===== src/rtl/fifo_rptr_empty.sv =====
// rtl/fifo_rptr_empty.sv - async FIFO read-domain pointer, empty and fill-level status
// Optional sticky underflow flag enabled by macro FIFO_RD_UNDERFLOW_EN.
module fifo_rptr_empty #(
    parameter int PTR_WIDTH = 4,
    parameter int AE_THRESH = 2
) (
    input  logic                 clk,
    input  logic                 rst,
    input  logic                 rd_en,
    input  logic [PTR_WIDTH:0]   rq2_wptr,
    output logic [PTR_WIDTH-1:0] raddr,
    output logic [PTR_WIDTH:0]   rptr,
    output logic                 rempty,
    output logic                 ralmost_empty,
    output logic [PTR_WIDTH:0]   rd_count,
    output logic                 rd_accept
`ifdef FIFO_RD_UNDERFLOW_EN
    ,
    output logic                 rd_underflow
`endif
);

    localparam logic [PTR_WIDTH:0] AE_LIMIT = AE_THRESH[PTR_WIDTH:0];

    logic [PTR_WIDTH:0] rbin;
    logic [PTR_WIDTH:0] rbin_next;
    logic [PTR_WIDTH:0] rgray_next;
    logic [PTR_WIDTH:0] wbin_s;
    logic [PTR_WIDTH:0] count_next;

    // Each binary bit is the XOR of all Gray bits at or above it.
    for (genvar i = 0; i <= PTR_WIDTH; i++) begin : g_gray2bin
        assign wbin_s[i] = ^rq2_wptr[PTR_WIDTH:i];
    end

    assign rd_accept  = rd_en & ~rempty;
    assign rbin_next  = rbin + {{PTR_WIDTH{1'b0}}, rd_accept};
    assign rgray_next = (rbin_next >> 1) ^ rbin_next;
    assign count_next = wbin_s - rbin_next;
    assign raddr      = rbin[PTR_WIDTH-1:0];

    always_ff @(posedge clk or posedge rst) begin
        if (rst) begin
            rbin          <= '0;
            rptr          <= '0;
            rempty        <= 1'b1;
            ralmost_empty <= 1'b1;
            rd_count      <= '0;
        end else begin
            rbin          <= rbin_next;
            rptr          <= rgray_next;
            rempty        <= (rgray_next == rq2_wptr);
            ralmost_empty <= (count_next <= AE_LIMIT);
            rd_count      <= count_next;
        end
    end

`ifdef FIFO_RD_UNDERFLOW_EN
    always_ff @(posedge clk or posedge rst) begin
        if (rst) begin
            rd_underflow <= 1'b0;
        end else if (rd_en && rempty) begin
            rd_underflow <= 1'b1;
        end
    end
`endif

endmodule


===== config.mk =====
export PLATFORM = sky130hd
export DESIGN_NAME = fifo_rptr_empty
export DESIGN_NICKNAME = d
export VERILOG_FILES = /design/src/rtl/fifo_rptr_empty.sv
export SDC_FILE = /design/constraint.sdc
export NUM_CORES = 1
export LEC_CHECK = 0
export BUFFER_PORTS_ARGS = -buffer_cell sky130_fd_sc_hd__clkbuf_2
export CAP_MARGIN = 20
export CORE_MARGIN = 2
export CORE_UTILIZATION = 45
export DETAILED_ROUTE_END_ITERATION = 10
export GPL_ROUTABILITY_DRIVEN = 0
export GPL_TIMING_DRIVEN = 0
export PLACE_DENSITY = 0.7
export SYNTH_ARGS = -nofsm -noshare
export SYNTH_HDL_FRONTEND = slang
export SYNTH_SLANG_ARGS = --single-unit

===== constraint.sdc =====
create_clock -name clk -period 4.6 [get_ports clk]
set_input_delay 0.92 -clock clk [delete_from_list [all_inputs] [get_ports clk]]
set_output_delay 0.92 -clock clk [all_outputs]
set_load 0.005 [all_outputs]

==> flow_summary.html <==
<table>
<tr><th>Metric</th><th>Value</th></tr>
<tr><th colspan="2">Run status</th></tr>
<tr><td>Status</td><td>complete, no violations</td></tr>
<tr><th colspan="2">Die</th></tr>
<tr><td>Initial cell density of the core</td><td>46.61%</td></tr>
<tr><td>Number of rows created at floorplan</td><td>16</td></tr>
<tr><td>Number of I/O pins</td><td>25</td></tr>
<tr><td>Total die area</td><td>2364 um^2</td></tr>
<tr><td>X dimension of the die</td><td>48.62 um</td></tr>
<tr><td>Core region area</td><td>1922 um^2</td></tr>
<tr><td>DIE HEIGHT</td><td>between 40 and 50 um</td></tr>
<tr><th colspan="2">Detailed routing</th></tr>
<tr><td>Total number of vias</td><td>638</td></tr>
<tr><td>Remaining antenna violation count</td><td>0</td></tr>
<tr><td>Detailed-routing iteration count for the pre-antenna-repair pass</td><td>4</td></tr>
<tr><td>Number of vias per cell after detailed routing</td><td>about 4.8</td></tr>
<tr><td>Routed Wire Length</td><td>1639 um</td></tr>
<tr><td>Number of design-rule violations left by the first detailed-router iteration</td><td>4</td></tr>
<tr><td>DRC violation count after routing</td><td>0</td></tr>
<tr><td>Routed len/inst</td><td>12.32 um</td></tr>
<tr><th colspan="2">CTS</th></tr>
<tr><td>Clk_lat worst skew</td><td>between 0.2 and 0.3 ns</td></tr>
<tr><td>Clock-pin slew on the worst setup and hold paths</td><td>0.09 ns</td></tr>
<tr><td>Largest buffer count on any clock path</td><td>2</td></tr>
<tr><td>Cts bufs inserted</td><td>3</td></tr>
<tr><td>CTS Sinks</td><td>16</td></tr>
<tr><td>H-Tree Depth</td><td>1</td></tr>
<tr><td>Clock tree from TritonCTS</td><td>done</td></tr>
<tr><td>Master cell of the clock root buffer</td><td>clkbuf_4</td></tr>
<tr><td>Hold Buf Count CTS</td><td>0</td></tr>
<tr><td>Post-CTS setup-driven buffer insertion count</td><td>0</td></tr>
<tr><td>Total of cells resized after clock tree synthesis</td><td>0</td></tr>
<tr><th colspan="2">Power</th></tr>
<tr><td>P_leak</td><td>approximately 0.52 nW</td></tr>
<tr><td>Psw</td><td>396.8 uW</td></tr>
<tr><td>Total power draw</td><td>912.2 uW</td></tr>
<tr><td>Worst voltage drop across the vdd grid</td><td>0.0003495 V</td></tr>
<tr><td>Net Sw Frac</td><td>43.50%</td></tr>
<tr><td>Combinational cell fraction of total power</td><td>64.2%</td></tr>
<tr><td>Total power density per cell area</td><td>roughly 850 nW/um^2</td></tr>
<tr><td>Proportion of power drawn by the clock network</td><td>~8.1%</td></tr>
<tr><td>Design internal power</td><td>roughly 520 uW</td></tr>
<tr><td>Part of the power in registers</td><td>27.8%</td></tr>
<tr><th colspan="2">Synthesis</th></tr>
<tr><td>Mean cell area of the mapped netlist</td><td>~11 um^2</td></tr>
<tr><td>Number of synthesized flops with an enable pin</td><td>0</td></tr>
<tr><td>Ys Warns</td><td>0</td></tr>
<tr><td>Fraction of synthesized cell area taken by the top area cell type</td><td>39.11%</td></tr>
<tr><td>Post-synthesis net count</td><td>93</td></tr>
<tr><td>Biggest area consumer among synthesized cells</td><td>dfrtp_1</td></tr>
<tr><td>Leading cell types by count after synthesis</td><td>dfrtp_1 (14), xnor2_1 (11), xor2_1 (10)</td></tr>
<tr><td>Count of cell types in the netlist</td><td>26</td></tr>
<tr><td>Area of the mapped netlist</td><td>895.9 um^2</td></tr>
<tr><td>Top_reg_cell synth</td><td>dfrtp_1</td></tr>
<tr><td>Async S/R FF share, synth</td><td>100.0%</td></tr>
<tr><td>Most common cell in the synthesized netlist</td><td>dfrtp_1</td></tr>
<tr><td>Synthesis-stage register bit count</td><td>16</td></tr>
<tr><td>Portion of the post-synthesis area used by sequential elements</td><td>44.97%</td></tr>
<tr><td>Cell count after synthesis</td><td>79</td></tr>
<tr><td>Biggest area contributors in the synthesized netlist</td><td>dfrtp_1 (39%), xnor2_1 (11%), xor2_1 (9.8%)</td></tr>
<tr><th colspan="2">Critical path</th></tr>
<tr><td>Critical Path RT</td><td>4.82 ns</td></tr>
<tr><td>Nature of the critical path startpoint</td><td>primary input</td></tr>
<tr><td>Critical path launch point</td><td>rd_en</td></tr>
<tr><td>Number of cells traversed by the worst register-to-register path</td><td>9</td></tr>
<tr><td>CP max FO</td><td>5</td></tr>
<tr><td>Critical Path End Type</td><td>register</td></tr>
<tr><td>Worst r2r dst</td><td>ralmost_empty</td></tr>
<tr><td>Timing endpoint of the critical path</td><td>ralmost_empty</td></tr>
<tr><td>Data arrival time at the worst-slack endpoint</td><td>3.26 ns</td></tr>
<tr><td>Setup CP Type</td><td>in -&gt; reg</td></tr>
<tr><td>Launch instance of the worst register-to-register path</td><td>rempty</td></tr>
<tr><td>Worst-case register-to-register setup slack</td><td>1.84 ns</td></tr>
<tr><th colspan="2">Finish</th></tr>
<tr><td>Final #Nets</td><td>122</td></tr>
<tr><td>Post-Layout Inst Area</td><td>1072 um^2</td></tr>
<tr><td>Antenna Cells</td><td>0</td></tr>
<tr><td>Filler cell count</td><td>roughly 180</td></tr>
<tr><td>Area growth syn-to-layout</td><td>19.69%</td></tr>
<tr><td>Fraction of final layout cells sized beyond drive strength 1</td><td>30.19%</td></tr>
<tr><th colspan="2">Global route</th></tr>
<tr><td>Global-route wire length before repair</td><td>3029 um</td></tr>
<tr><td>Remaining global-route overflow</td><td>0</td></tr>
<tr><td>Met3 Use GR</td><td>2.778%</td></tr>
<tr><td>Met1 GRT Util</td><td>20.24%</td></tr>
<tr><td>Largest net degree at the start of global routing</td><td>17</td></tr>
<tr><td>Antenna violations before repair</td><td>0</td></tr>
<tr><td>Grt met2 use</td><td>27.17%</td></tr>
<tr><td>Global-route layer with the greatest usage</td><td>met2</td></tr>
<tr><td>Via count of the first global-routing pass</td><td>674</td></tr>
<tr><td>GRT Util Overall</td><td>between 10% and 20%</td></tr>
<tr><th colspan="2">Timing</th></tr>
<tr><td>Measured slew at the worst slew-check pin</td><td>between 0.6 and 0.7 ns</td></tr>
<tr><td>Final Max Tran Viols</td><td>0</td></tr>
<tr><td>Maximum achievable frequency</td><td>328.5 MHz</td></tr>
<tr><td>Worst-case clock skew</td><td>~0.0049 ns</td></tr>
<tr><td>Setup_tns</td><td>0 ns</td></tr>
<tr><td>Max_slew headroom</td><td>roughly three fifths</td></tr>
<tr><td>RSZ-0062 raised after global routing</td><td>false</td></tr>
<tr><td>Tmin final</td><td>approximately 3.0 ns</td></tr>
<tr><td>Fin. Hold Viols</td><td>0</td></tr>
<tr><td>Setup-violating endpoint count in the final report</td><td>0</td></tr>
<tr><td>Tcrit/Tclk final</td><td>66.17%</td></tr>
<tr><th colspan="2">Job</th></tr>
<tr><td>Max-capacitance violation count</td><td>0</td></tr>
<tr><th colspan="2">Place</th></tr>
<tr><td>Area after detailed placement</td><td>1050 um^2</td></tr>
<tr><td>Detailed placement HPWL</td><td>1312 um</td></tr>
<tr><td>Input/output buffers</td><td>24</td></tr>
<tr><th colspan="2">Hold path</th></tr>
<tr><td>Hold/Removal Path Class</td><td>reg -&gt; reg</td></tr>
</table>
routing by layer:
metal / up-vias / routed length, um
li1: 320 / -
met3: 8 / 57
met4: 0 / 89
met5: - / 0
met1: 291 / 688
met2: 19 / 802
registers in the layout (all words and copies together) (netlist names):
signal,count
rptr,4
ralmost_empty,1
rempty,1
rbin,5
rd_count,5
area by class of cell:
| class | count | area [um^2] | share of cell area [%] |
|---|---|---|---|
| sequential | 16 | 402.9 | 37.57 |
| buffer | 1 | 3.754 | 0.3501 |
| inverter | 9 | 33.78 | 3.151 |
| timing repair buffer | 24 | 120.1 | 11.20 |
| clock buffer | 3 | 22.52 | 2.100 |
| multi-input combinational | 53 | 455.4 | 42.47 |
| tap | 27 | 33.78 | 3.151 |
how the worst min path moves through the flow:
stage / startpoint / end / slack (ns) / cells past startpoint
after CTS: rbin[1] / rbin[1] / 0.56 / 1
after detailed placement: rbin[1] / rbin[1] / 0.54 / 1
final: rbin[1] / rbin[1] / 0.56 / 1
after global placement: rbin[1] / rbin[1] / 0.54 / 1
after global routing: rbin[1] / rbin[1] / 0.60 / 1
after floorplan: rbin[1] / rbin[1] / 0.54 / 1
power by group through the flow:
stage / clock network [mW] / logic [mW] / registers [mW]
detailed placement: 0 / 0.589 / 0.257
floorplan: 0 / 0.420 / 0.264
global placement: 0 / 0.566 / 0.253
global route: 0.0800 / 0.668 / 0.264
finish: 0.0737 / 0.585 / 0.253
CTS: 0.0750 / 0.592 / 0.254
through the flow:
step | utilization (%) | std cells | worst slack (ns) | hold WS [ns]
floorplan | - | 79 | 1.565 | 0.5436
global placement | 54.62 | 130 | 1.299 | 0.5368
detailed placement | 54.62 | 130 | 1.247 | 0.5427
CTS | 55.79 | 133 | 1.539 | 0.5615
global route | 55.79 | 133 | 1.294 | 0.5988
finish | 55.79 | 133 | 1.556 | 0.5608
layout by cell type (no fill, tap or decap):
master and count:
or3_1 1, nand4_1 1, clkbuf_1 1, nor2_1 2, nor3_1 2, dfstp_2 2, nand3_1 2, dfrtp_1 14
nor2b_1 2, clkbuf_4 3, o21ai_0 1, o21bai_1 2, ha_1 6, xnor2_2 2, a32oi_1 1, nand2_1 2
inv_1 9, or4b_1 1, and3_1 1, clkbuf_2 24, o21bai_4 1, a21oi_1 1, o2111ai_1 1, xor2_1 10
maj3_1 1, xnor2_1 11, mux2i_1 1, a31oi_1 1
critical path, cell delays in order:
cell	delay, ns
clkbuf_2	0.08
nor2b_1	0.17
ha_1	0.20
nand3_1	0.09
xor2_1	0.47
ha_1	0.36
a21oi_1	0.23
nor2_1	0.05
or4b_1	0.52
a32oi_1	0.17
cells by family (layout without fill, tap and decap cells):
| group | after synthesis | in the layout | share of synthesized area [%] |
|---|---|---|---|
| buf+inv | 10 | 37 | 4.189 |
| simple gates | 14 | 14 | 8.521 |
| flops | 16 | 16 | 44.97 |
| fa+ha+maj | 7 | 7 | 9.497 |
| mux | 1 | 1 | 1.117 |
| compound gates | 8 | 8 | 7.541 |
| xor+xnor | 23 | 23 | 24.16 |
Power figures use the tool's default switching activity.
